[src/rtl/riscv_pipe_pkg.sv]
// Shared types and constants for the RV32I pipeline register bank.
// Holds the IF/ID and ID/EX bundle layouts and the ID/EX bubble value.
package riscv_pipe_pkg;

    localparam int XLEN        = 32;
    localparam int REG_W       = 5;
    localparam int RESULTSRC_W = 2;
    localparam int ALUCTRL_W   = 3;

    localparam logic [31:0] NOP_INSTR = 32'h0000_0013;

    typedef struct packed {
        logic [31:0]     instr;
        logic [XLEN-1:0] pc;
        logic [XLEN-1:0] pc_plus4;
        logic            valid;
    } if_id_t;

    typedef struct packed {
        logic                   reg_write;
        logic [RESULTSRC_W-1:0] result_src;
        logic                   mem_write;
        logic                   jump;
        logic                   branch;
        logic [ALUCTRL_W-1:0]   alu_control;
        logic                   alu_src;
        logic [XLEN-1:0]        rd1;
        logic [XLEN-1:0]        rd2;
        logic [XLEN-1:0]        imm_ext;
        logic [XLEN-1:0]        pc;
        logic [XLEN-1:0]        pc_plus4;
        logic [REG_W-1:0]       rs1;
        logic [REG_W-1:0]       rs2;
        logic [REG_W-1:0]       rd;
        logic                   valid;
    } id_ex_t;

    // All-zero bundle: no register write, no memory write, no branch or
    // jump and rd=x0, so it can never trigger forwarding or a load-use stall.
    localparam id_ex_t ID_EX_BUBBLE = '0;

endpackage

[src/rtl/pipe_flop_ensc.sv]
// Generic pipeline flop with sync reset, sync clear and enable.
// Clear loads the same value as reset and takes priority over enable.
module pipe_flop_ensc #(
    parameter int           W    = 1,
    parameter logic [W-1:0] INIT = '0
) (
    input  logic         clk,
    input  logic         reset,
    input  logic         en,
    input  logic         clr,
    input  logic [W-1:0] d,
    output logic [W-1:0] q
);

    // Reset beats clear, clear beats enable, otherwise hold.
    always_ff @(posedge clk) begin
        if (reset) begin
            q <= INIT;
        end else if (clr) begin
            q <= INIT;
        end else if (en) begin
            q <= d;
        end
    end

endmodule

[src/rtl/pipe_regs_fde.sv]
// Fetch/decode/execute register bank driven by the hazard unit requests.
// Also keeps saturating stall/flush counters and a sticky protocol-error flag.
import riscv_pipe_pkg::*;

module pipe_regs_fde #(
    parameter int              XLEN      = riscv_pipe_pkg::XLEN,
    parameter logic [XLEN-1:0] RESET_PC  = '0,
    parameter logic [31:0]     NOP_INSTR = riscv_pipe_pkg::NOP_INSTR,
    parameter int              CNT_W     = 32
) (
    input  logic             clk,
    input  logic             reset,
    input  logic             StallF,
    input  logic             StallD,
    input  logic             FlushD,
    input  logic             FlushE,
    input  logic [XLEN-1:0]  PCNextF,
    output logic [XLEN-1:0]  PCF,
    input  logic [31:0]      InstrF,
    input  logic [XLEN-1:0]  PCPlus4F,
    output logic [31:0]      InstrD,
    output logic [XLEN-1:0]  PCD,
    output logic [XLEN-1:0]  PCPlus4D,
    output logic             ValidD,
    input  logic             RegWriteD,
    input  logic             MemWriteD,
    input  logic             JumpD,
    input  logic             BranchD,
    input  logic             ALUSrcD,
    input  logic [1:0]       ResultSrcD,
    input  logic [2:0]       ALUControlD,
    input  logic [XLEN-1:0]  RD1D,
    input  logic [XLEN-1:0]  RD2D,
    input  logic [XLEN-1:0]  ImmExtD,
    input  logic [XLEN-1:0]  PCD_in,
    input  logic [XLEN-1:0]  PCPlus4D_in,
    input  logic [4:0]       Rs1D,
    input  logic [4:0]       Rs2D,
    input  logic [4:0]       RdD,
    output logic             RegWriteE,
    output logic             MemWriteE,
    output logic             JumpE,
    output logic             BranchE,
    output logic             ALUSrcE,
    output logic [1:0]       ResultSrcE,
    output logic [2:0]       ALUControlE,
    output logic [XLEN-1:0]  RD1E,
    output logic [XLEN-1:0]  RD2E,
    output logic [XLEN-1:0]  ImmExtE,
    output logic [XLEN-1:0]  PCE,
    output logic [XLEN-1:0]  PCPlus4E,
    output logic [4:0]       Rs1E,
    output logic [4:0]       Rs2E,
    output logic [4:0]       RdE,
    output logic             ValidE,
    output logic [CNT_W-1:0] stall_cnt,
    output logic [CNT_W-1:0] flush_cnt,
    output logic             proto_err
);

    localparam if_id_t IF_ID_INIT = '{
        instr:    NOP_INSTR,
        pc:       '0,
        pc_plus4: '0,
        valid:    1'b0
    };

    localparam logic [CNT_W-1:0] CNT_MAX = '1;

    if_id_t if_id_d;
    if_id_t if_id_q;
    id_ex_t id_ex_d;
    id_ex_t id_ex_q;

    logic stall_ev;
    logic flush_ev;
    logic proto_ev;

    pipe_flop_ensc #(
        .W    (XLEN),
        .INIT (RESET_PC)
    ) u_pc (
        .clk   (clk),
        .reset (reset),
        .en    (~StallF),
        .clr   (1'b0),
        .d     (PCNextF),
        .q     (PCF)
    );

    // Fetch-side bundle captured into IF/ID.
    always_comb begin
        if_id_d          = IF_ID_INIT;
        if_id_d.instr    = InstrF;
        if_id_d.pc       = PCF;
        if_id_d.pc_plus4 = PCPlus4F;
        if_id_d.valid    = 1'b1;
    end

    pipe_flop_ensc #(
        .W    ($bits(if_id_t)),
        .INIT (IF_ID_INIT)
    ) u_if_id (
        .clk   (clk),
        .reset (reset),
        .en    (~StallD),
        .clr   (FlushD),
        .d     (if_id_d),
        .q     (if_id_q)
    );

    assign InstrD   = if_id_q.instr;
    assign PCD      = if_id_q.pc;
    assign PCPlus4D = if_id_q.pc_plus4;
    assign ValidD   = if_id_q.valid;

    // Decode-side bundle captured into ID/EX; validity follows IF/ID.
    always_comb begin
        id_ex_d             = ID_EX_BUBBLE;
        id_ex_d.reg_write   = RegWriteD;
        id_ex_d.result_src  = ResultSrcD;
        id_ex_d.mem_write   = MemWriteD;
        id_ex_d.jump        = JumpD;
        id_ex_d.branch      = BranchD;
        id_ex_d.alu_control = ALUControlD;
        id_ex_d.alu_src     = ALUSrcD;
        id_ex_d.rd1         = RD1D;
        id_ex_d.rd2         = RD2D;
        id_ex_d.imm_ext     = ImmExtD;
        id_ex_d.pc          = PCD_in;
        id_ex_d.pc_plus4    = PCPlus4D_in;
        id_ex_d.rs1         = Rs1D;
        id_ex_d.rs2         = Rs2D;
        id_ex_d.rd          = RdD;
        id_ex_d.valid       = ValidD;
    end

    pipe_flop_ensc #(
        .W    ($bits(id_ex_t)),
        .INIT (ID_EX_BUBBLE)
    ) u_id_ex (
        .clk   (clk),
        .reset (reset),
        .en    (1'b1),
        .clr   (FlushE),
        .d     (id_ex_d),
        .q     (id_ex_q)
    );

    assign RegWriteE   = id_ex_q.reg_write;
    assign ResultSrcE  = id_ex_q.result_src;
    assign MemWriteE   = id_ex_q.mem_write;
    assign JumpE       = id_ex_q.jump;
    assign BranchE     = id_ex_q.branch;
    assign ALUControlE = id_ex_q.alu_control;
    assign ALUSrcE     = id_ex_q.alu_src;
    assign RD1E        = id_ex_q.rd1;
    assign RD2E        = id_ex_q.rd2;
    assign ImmExtE     = id_ex_q.imm_ext;
    assign PCE         = id_ex_q.pc;
    assign PCPlus4E    = id_ex_q.pc_plus4;
    assign Rs1E        = id_ex_q.rs1;
    assign Rs2E        = id_ex_q.rs2;
    assign RdE         = id_ex_q.rd;
    assign ValidE      = id_ex_q.valid;

    // A flush overrides a stall, so only a real hold counts as a stall.
    assign stall_ev = StallD & ~FlushD;
    assign flush_ev = FlushD;
    assign proto_ev = StallD & ~StallF;

    // Saturating event counters.
    always_ff @(posedge clk) begin
        if (reset) begin
            stall_cnt <= '0;
            flush_cnt <= '0;
        end else begin
            if (stall_ev && stall_cnt != CNT_MAX) begin
                stall_cnt <= stall_cnt + CNT_W'(1);
            end
            if (flush_ev && flush_cnt != CNT_MAX) begin
                flush_cnt <= flush_cnt + CNT_W'(1);
            end
        end
    end

    // Sticky flag: decode held while fetch advanced drops an instruction.
    always_ff @(posedge clk) begin
        if (reset) begin
            proto_err <= 1'b0;
        end else if (proto_ev) begin
            proto_err <= 1'b1;
        end
    end

endmodule

[config.mk]
export PLATFORM = sky130hd
export DESIGN_NAME = pipe_regs_fde
export DESIGN_NICKNAME = d
export VERILOG_FILES = /design/src/rtl/riscv_pipe_pkg.sv /design/src/rtl/pipe_flop_ensc.sv /design/src/rtl/pipe_regs_fde.sv
export SDC_FILE = /design/constraint.sdc
export NUM_CORES = 1
export LEC_CHECK = 0
export ABC_AREA = 1
export CORE_AREA = 2 2 259 261
export CTS_CLUSTER_DIAMETER = 100
export DETAILED_ROUTE_END_ITERATION = 16
export DIE_AREA = 0 0 261 263
export GPL_TIMING_DRIVEN = 0
export SLEW_MARGIN = 10
export SYNTH_ARGS = -nofsm -noshare
export SYNTH_HDL_FRONTEND = slang
export SYNTH_SLANG_ARGS = --single-unit
[constraint.sdc]
create_clock -name clk -period 1.8 [get_ports clk]
set_input_delay 0.36 -clock clk [delete_from_list [all_inputs] [get_ports clk]]
set_output_delay 0.36 -clock clk [all_outputs]
set_load 0.03 [all_outputs]
Yosys cells after proc, flatten, opt, wreduce, memory -nomap -nowiden
Index checks and enable logic that the tools add are counted.
{"block": "op_classes", "addsub": 2, "eq_ne": 2, "bitwise_logic": 4, "n_reduce_logical": 4}
{"operator": "$add 32x1->32 const B", "count": 2}
{"operator": "$ne 32x32->1 const B", "count": 2}
{"operator": "$reduce_or 2->1", "count": 2}
{"operator": "$and 1x1->1", "count": 2}
{"operator": "$logic_and 1x1->1", "count": 2}
{"operator": "$not 1->1", "count": 2}
{"block": "word_totals", "regBits": 380, "in_bits": 287}

Depth between registers and ports, before layout
Gate-level depths: netlist (run 1).
{"block": "depth", "ltp_word": 3, "ltp_mapped": 11, "ltp_nobuf": 11}

Hierarchy
A second synthesis (run 1) with hierarchy kept.
{"block": "unflattened", "cells_unflattened": 2662, "hier_area_um2": 16891.2}
{"mod": "pipe_flop_ensc at u_id_ex", "instances": 1, "cells_per_inst": 1178, "area_per_inst_um2": 7522.2, "seq_area_each_um2": 3723.6}
{"mod": "pipe_regs_fde", "instances": 1, "cells_per_inst": 672, "area_per_inst_um2": 4077.7, "seq_area_each_um2": 1301.2}
{"mod": "pipe_flop_ensc at u_if_id", "instances": 1, "cells_per_inst": 609, "area_per_inst_um2": 3937.5, "seq_area_each_um2": 1941.9}
{"mod": "pipe_flop_ensc at u_pc", "instances": 1, "cells_per_inst": 203, "area_per_inst_um2": 1353.8, "seq_area_each_um2": 640.6}

Worst setup path before layout (run 1)
No wires, ideal clock.
{"block": "synth_path", "path_type": "reg-to-reg", "start": "register stall_cnt[1]", "end": "register stall_cnt[23]", "arrival_time_ns": 1.699, "required_ns": 1.684, "path_slack_ns": -0.015, "path_stages_with_launch": 10, "path_buffers": 1, "period_less_slack_ns": 1.815, "cell_sequence": "dfxtp_1 -> ha_1 -> nand2_1 -> nor2_4 -> nand2_4 -> nor2_8 -> nand3b_4 -> buf_2 -> a21oi_1 -> nor2_1"}
{"block": "synth_via", "elab_chain_len": 2, "word_cells_on_any_way": 3, "cone_classes": "add/sub (1); eq/ne (1); reduce/logical (1)"}
{"element": "start, declared", "line_no": "pipe_regs_fde.sv:56", "source": "output logic [CNT_W-1:0] stall_cnt,"}
{"element": "start signal, assigned", "line_no": "pipe_regs_fde.sv:179", "source": "stall_cnt <= stall_cnt + CNT_W'(1);"}
{"element": "branches (longest 2 deep; another with $add 32x1->32)"}
Several ways; the timed one is not identified.
A chain may end at the register's enable or synchronous reset.

Worst setup path in the final report (run 1)
{"block": "layout_path", "start": "register u_id_ex.q[86]", "end": "output ImmExtE[6]"}
{"element": "start, declared", "line_no": "pipe_flop_ensc.sv:12", "source": "output logic [W-1:0] q"}
{"element": "start signal, assigned", "line_no": "pipe_flop_ensc.sv:18", "source": "q <= INIT;"}
{"element": "start signal, assigned", "line_no": "pipe_flop_ensc.sv:20", "source": "q <= INIT;"}
{"element": "start signal, assigned", "line_no": "pipe_flop_ensc.sv:22", "source": "q <= d;"}
{"element": "end, declared", "line_no": "pipe_regs_fde.sv:49", "source": "output logic [XLEN-1:0] ImmExtE,"}
No word-level cell between the ends.

==> results.py, run 1 <==
metrics = {
    "timing": {
        "worst_slack_ns": 0.0280,
        "whs_ns": 0.304,
        "maxSlewViolCount": 0,
        "period_share_pct": 98.4,
        "period_minus_slack_ns": 1.77,
        "fin_skew_ns": 0.0108,
        "rsz0062_at_grt": "true",
        "finalHoldViolCount": 0,
        "setup-tns-final_ns": 0,
        "timing.fmax_mhz": 564,
        "worst_slew_pin_slew_ns": 0.980,
        "finalSetupViolCount": 0,
        "maxSlewHeadroom_pct": 34.7,
    },
    "route": {
        "via_per_inst": 3.98,
        "firstDrtPassIters": 7,
        "via_count": 13600,
        "dr.first_iter.drc_count": 630,
        "wl_per_cell_um": 17.2,
        "drcViolationCount": 0,
        "routed_wl_um": 58600,
        "antenna_left": 0,
    },
    "power_and_ir_drop": {
        "clockPowerShare_pct": 45.3,
        "p_seq_share_pct": 43.0,
        "power_density_nw_per_um2": 901,
        "comb_power_share_pct": 11.7,
        "p_leak_nw": 10.8,
        "peakVddDrop_mv": 0.763,
        "power_mw": 20.6,
        "p_int_mw": 15.3,
        "power.switching_mw": 5.26,
        "p_sw_share_pct": 25.5,
    },
    "clocking": {
        "clk_pin_slew_ns": 0.06,
        "h-tree-depth": 2,
        "cts.sinks": 380,
        "cts_root_buf": "clkbuf_16",
        "cts_buffer_depth": 3,
        "worstSkewPairLatency_ns": 0.57,
        "cts_buffers": 45,
        "cts_tree": "yes",
        "ctsHoldBuffers": 0,
    },
    "placed_design": {
        "dp_cells": 3311,
        "io_buffer_count": 666,
        "place.gp.congestion": 0.900,
        "preCtsSetupSlack_ns": -1.42,
        "dpl_cell_area_um2": 21200,
        "dp.final_hpwl_um": 46200,
    },
    "finish": {
        "nNetsFinal": 2801,
        "fin_area_um2": 22800,
        "drive_gt1_share_pct": 10.7,
        "stdcell_count": 3412,
        "utilization_pct": 34.8,
        "syn2layout_area_growth_pct": 69.7,
        "fillers": 6984,
    },
    "yosys": {
        "yosys.area.top_type": "dfxtp_1",
        "avgSynthCellArea_um2": 7.56,
        "synth.area.top_cells": "dfxtp_1 (57%), nor2_1 (11%), nand2_1 (11%)",
        "synth_edf_count": 0,
        "yosys_warnings": 0,
        "synth-seq-cells": 380,
        "ys_types": 29,
        "synth-async-reset-ratio_pct": 0,
        "synth_area_um2": 13500,
        "yosysTopAreaCellShare_pct": 56.5,
        "seq_area_frac_synth_pct": 56.5,
        "syn_nets": 2070,
        "ys.flop_type": "dfxtp_1",
        "synthCells": 1781,
        "synth_commonest_cells": "nor2_1 (410), dfxtp_1 (380), nand2_1 (378)",
        "synth.most_common_cell": "nor2_1",
    },
    "status": {
        "status": "finished, final reports clean",
    },
    "worst_setup_path": {
        "crit_buf_inv": 1,
        "required_ns": 1.44,
        "path_class": "flop to primary output",
        "crit_path_end_kind": "primary output",
        "arrival_ns": 1.41,
        "critPathMaxFanout": 1,
        "r2r_cells": 9,
        "cpLargestDelayFamily": "flip-flops",
        "start_kind": "flop",
        "cp.depth": 1,
        "crit_chain": "clkdlybuf4s15_1",
        "max_stage_delay_ns": 0.44,
        "critical_path.slowest_cell": "dfxtp_1",
    },
    "grt": {
        "grt_pass1_wl_um": 83300,
        "grt_pass1_vias": 13000,
        "grt_use_total_pct": 16.2,
        "grt_overflow": 0,
        "antenna_found_initial": 7,
        "grt_max_degree": 13,
    },
    "floorplan": {
        "die_width_um": 261,
        "num_io_pins": 667,
        "core_um2": 65600,
        "dieHeight_um": 263,
        "die_area_um2": 68600,
        "initial_core_util_pct": 20.5,
        "num_rows": 94,
    },
    "min_path": {
        "hp-class": "primary input to flop",
        "hold_depth": 3,
    },
    "flow_run": {
        "drv_cap": 0,
    },
}
-- final timing paths --
path	from	end	slack (ns)
setup / recovery	u_id_ex.q[86]$_SDFF_PP0_	ImmExtE[6]	0.03
hold / removal	PCD_in[21]	u_id_ex.q[69]$_SDFF_PP0_	0.30
setup reg to reg	flush_cnt[0]$_SDFFE_PP0P_	flush_cnt[29]$_SDFFE_PP0P_	0.05
hold reg to reg	u_if_id.q[96]$_SDFFE_PP0N_	u_if_id.q[96]$_SDFFE_PP0N_	0.45
-- cells by family (layout without fill, tap and decap cells) --
family | Yosys count | in the layout | share of synthesized area (%)
AO/OA/AOI/OAI | 180 | 180 | 6.69
buffers and inverters | 320 | 1084 | 9.46
other | 0 | 2 | 0
XOR/XNOR | 1 | 1 | 0.0651
adder cells (fa/ha/maj) | 2 | 2 | 0.186
AND/OR/NAND/NOR | 898 | 899 | 27.1
flip-flops | 380 | 380 | 56.5
-- flip-flops by register name (all words and copies together), names as in the netlist --
name       cells
u_if_id.q     97
u_pc.q        32
proto_err      1
u_id_ex.q    186
stall_cnt     32
flush_cnt     32
-- final cells by class --
class | count | area, um2 | share of cell area (%)
sequential | 380 | 7650 | 33.5
clock buffer | 69 | 1350 | 5.90
clock inverter | 12 | 168 | 0.734
inverter | 244 | 922 | 4.04
timing repair buffer | 684 | 6500 | 28.5
antenna | 2 | 5.00 | 0.0219
buffer | 75 | 397 | 1.74
tap | 864 | 1080 | 4.73
multi-input combinational | 1082 | 4770 | 20.9
-- routing by layer --
metal | track usage [%] | up-vias | wire length, um
met5 | 0 | - | 47
met4 | 5.47 | 8 | 1830
met3 | 7.15 | 100 | 6320
met2 | 27.4 | 505 | 27500
met1 | 18.0 | 6107 | 22900
li1 | - | 6876 | -
-- power groups by stage --
stage | registers (mW) | clock network (mW) | logic (mW)
6_report | 8.86 | 9.31 | 2.41
5_1_grt | 8.88 | 9.96 | 2.60
2_1_floorplan | 9.59 | 0 | 0.517
4_1_cts | 8.85 | 9.56 | 2.43
3_5_place_dp | 9.05 | 0 | 2.60
3_3_place_gp | 9.04 | 0 | 2.60
-- what timing repair did --
item,CTS,global route
pin swaps,0,8
gates resized for setup,536,114
setup buffers,0,13
setup endpoints to repair,735,166
cloned,0,6
-- cells in the final DEF (no fill, tap or decap), drive strengths merged --
cell type        n
a21oi          142
and2             2
buf             59
bufinv           3
clkbuf         117
clkdlybuf4s15   80
clkdlybuf4s18    2
clkdlybuf4s50  284
clkinv           8
clkinvlp         2
dfxtp          380
diode            2
dlygate4sd2    285
dlymetal6s2s     1
ha               2
inv            243
nand2          385
nand3           59
nand3b           3
nand4           17
nor2           422
nor3             7
nor3b            1
o21ai           38
or2              3
xor2             1
Power figures use the tool's default switching activity.
==> inputs of run 2 (changes only) <==
--- a/config.mk
+++ b/config.mk
@@ -11,7 +11,7 @@
 export DETAILED_ROUTE_END_ITERATION = 16
 export DIE_AREA = 0 0 261 263
 export GPL_TIMING_DRIVEN = 0
-export SLEW_MARGIN = 10
+export SLEW_MARGIN = 5
 export SYNTH_ARGS = -nofsm -noshare
 export SYNTH_HDL_FRONTEND = slang
 export SYNTH_SLANG_ARGS = --single-unit
==> constraint.sdc (replaced) <==
create_clock -name clk -period 1.5 [get_ports clk]
set_input_delay 0.3 -clock clk [delete_from_list [all_inputs] [get_ports clk]]
set_output_delay 0.3 -clock clk [all_outputs]
set_load 0.03 [all_outputs]
==> results.py, run 2 (synthesized netlist as in run 1, its figures left out) <==
metrics = {
    "route": {
        "antenna_left": 0,
        "drcViolationCount": 0,
        "via_per_inst": 4.05,
        "wl_per_cell_um": 17.6,
        "dr.first_iter.drc_count": 693,
        "routed_wl_um": 61000,
        "via_count": 14100,
        "firstDrtPassIters": 5,
    },
    "placed_design": {
        "dp.final_hpwl_um": 46600,
        "place.gp.congestion": 0.862,
        "dp_cells": 3311,
        "io_buffer_count": 666,
    },
    "power_and_ir_drop": {
        "peakVddDrop_mv": 0.838,
        "power_density_nw_per_um2": 1050,
        "power_mw": 24.2,
        "p_leak_nw": 10.9,
    },
    "grt": {
        "grt_pass1_vias": 13700,
        "use_met1_pct": 19.8,
        "grt_overflow": 0,
        "grt_use_total_pct": 16.9,
        "grt_pass1_wl_um": 87200,
        "grt_use_met2_pct": 29.5,
        "antenna_found_initial": 6,
        "top_usage_layer": "met2",
        "grt_util_met3_pct": 5.68,
        "grt_max_degree": 14,
    },
    "clocking": {
        "clk_pin_slew_ns": 0.06,
        "cts.sinks": 380,
        "cts_buffer_depth": 3,
        "cts_buffers": 45,
        "ctsHoldBuffers": 0,
        "worstSkewPairLatency_ns": 0.58,
        "h-tree-depth": 2,
        "cts_root_buf": "clkbuf_16",
        "cts_tree": "yes",
    },
    "timing": {
        "maxSlewViolCount": 0,
        "rsz0062_at_grt": "true",
        "finalSetupViolCount": 60,
        "worst_slew_pin_slew_ns": 0.678,
        "maxSlewHeadroom_pct": 54.8,
        "timing.fmax_mhz": 587,
        "fin_skew_ns": 0.0166,
        "period_minus_slack_ns": 1.70,
        "period_share_pct": 113,
        "finalHoldViolCount": 0,
        "worst_slack_ns": -0.202,
        "setup-tns-final_ns": -7.44,
    },
    "status": {
        "status": "finished with violations",
        "violations": "negative setup slack",
    },
    "floorplan": {
        "dieHeight_um": 263,
        "initial_core_util_pct": 20.5,
        "num_io_pins": 667,
        "die_area_um2": 68600,
        "core_um2": 65600,
        "num_rows": 94,
        "die_width_um": 261,
    },
    "finish": {
        "syn2layout_area_growth_pct": 71.4,
        "drive_gt1_share_pct": 33.7,
        "largest_reg_flops": 186,
        "utilization_pct": 35.2,
        "stdcell_count": 3471,
        "mostFrequentLayoutCells": "nor2_1 (372), nand2_1 (333), buf_2 (300)",
        "largest-register": "u_id_ex.q",
        "layout_commonest_cell": "nor2_1",
        "reg.largest.list": "u_id_ex.q: 186 flops, u_if_id.q: 97 flops",
        "nNetsFinal": 2858,
    },
    "worst_setup_path": {
        "arrival_ns": 2.21,
        "critPathLaunch": "flush_cnt[0]$_SDFFE_PP0P_",
        "r2r-start": "flush_cnt[0]$_SDFFE_PP0P_",
        "crit_path_end_kind": "flop",
        "critPathMaxFanout": 6,
        "required_ns": 2.01,
        "start_kind": "flop",
        "path_class": "flop to flop",
    },
    "min_path": {
        "hp-class": "primary input to flop",
        "hold_start": "ImmExtD[11]",
    },
    "flow_run": {
        "drv_cap": 0,
    },
}
## run 2: changes by cell type in the layout (fill, tap and decap cells not counted), sizes merged, moves of 2 or more
| cell | before | now |
|---|---|---|
| inv | 243 | 249 |
| clkdlybuf4s18 | 2 | 0 |
| clkinv | 8 | 12 |
| bufinv | 3 | 0 |
| buf | 59 | 481 |
| dlygate4sd2 | 285 | 1 |
| clkbuf | 117 | 113 |
| clkdlybuf4s15 | 80 | 3 |
## run 2: cell type report
| class | instances | area, um2 |
|---|---|---|
| multi-input cells | 1083 | 5470 |
| flip-flops and latches | 380 | 7830 |
| plain buffers | 74 | 450 |
| inverters | 244 | 921 |
| diodes | 1 | 2.50 |
| clock buffers | 66 | 1310 |
| clock inverters | 18 | 155 |
| repair buffers | 741 | 5860 |
| well taps | 864 | 1080 |
| fillers | 6961 | 42600 |
## run 2: report_power, final
part / internal, mW / total (mW) / switching, mW / leakage, nW
sequential: 10.4 / 10.6 / 0.179 / 3.16
clock: 6.12 / 10.7 / 4.60 / 0.723
combinational: 1.22 / 2.94 / 1.72 / 7.01
## run 2: worst paths after layout
kind / depth (start not counted) / slack [ns] / endpoint
max: 11 / -0.20 / flush_cnt[28]$_SDFFE_PP0P_
min: 3 / 0.23 / u_id_ex.q[91]$_SDFF_PP0_
max reg2reg: 11 / -0.20 / flush_cnt[28]$_SDFFE_PP0P_
min reg2reg: 2 / 0.46 / u_if_id.q[59]$_SDFFE_PP0N_
## run 2: worst max-delay path, stage by stage, from the launching register on
cell	delay, ns
dfxtp_4	0.37
ha_4	0.15
nand2_4	0.06
nor2_4	0.19
nand2_2	0.09
nor2_4	0.12
nand3_4	0.15
buf_12	0.18
buf_8	0.13
nand3_2	0.06
nand2_1	0.04
nor2_1	0.10
## run 2: repair_timing
action                                  in CTS  in global routing
hold endpoints to repair                     0                  0
setup buffers                               42                 30
pin swaps                                   38                 64
gates resized for setup                   2207                171
cloned                                      10                  0
endpoints found under the setup margin     759                150
## run 2: through the flow
step                setup WS, ns  hold slack [ns]  instance area [um2]
floorplan                -0.0334            0.362                13700
CTS                       -0.175            0.182                22500
finish                    -0.202            0.229                23100
global route              -0.304            0.204                23100
global placement           -1.86            0.444                21500
detailed placement         -1.90            0.455                21500
## run 2: layer usage
metal  vias up  wire [um]
met5         -         27
met3        83       5760
met1      6439      24400
met2       548      29500
met4         4       1260
li1       6999          -
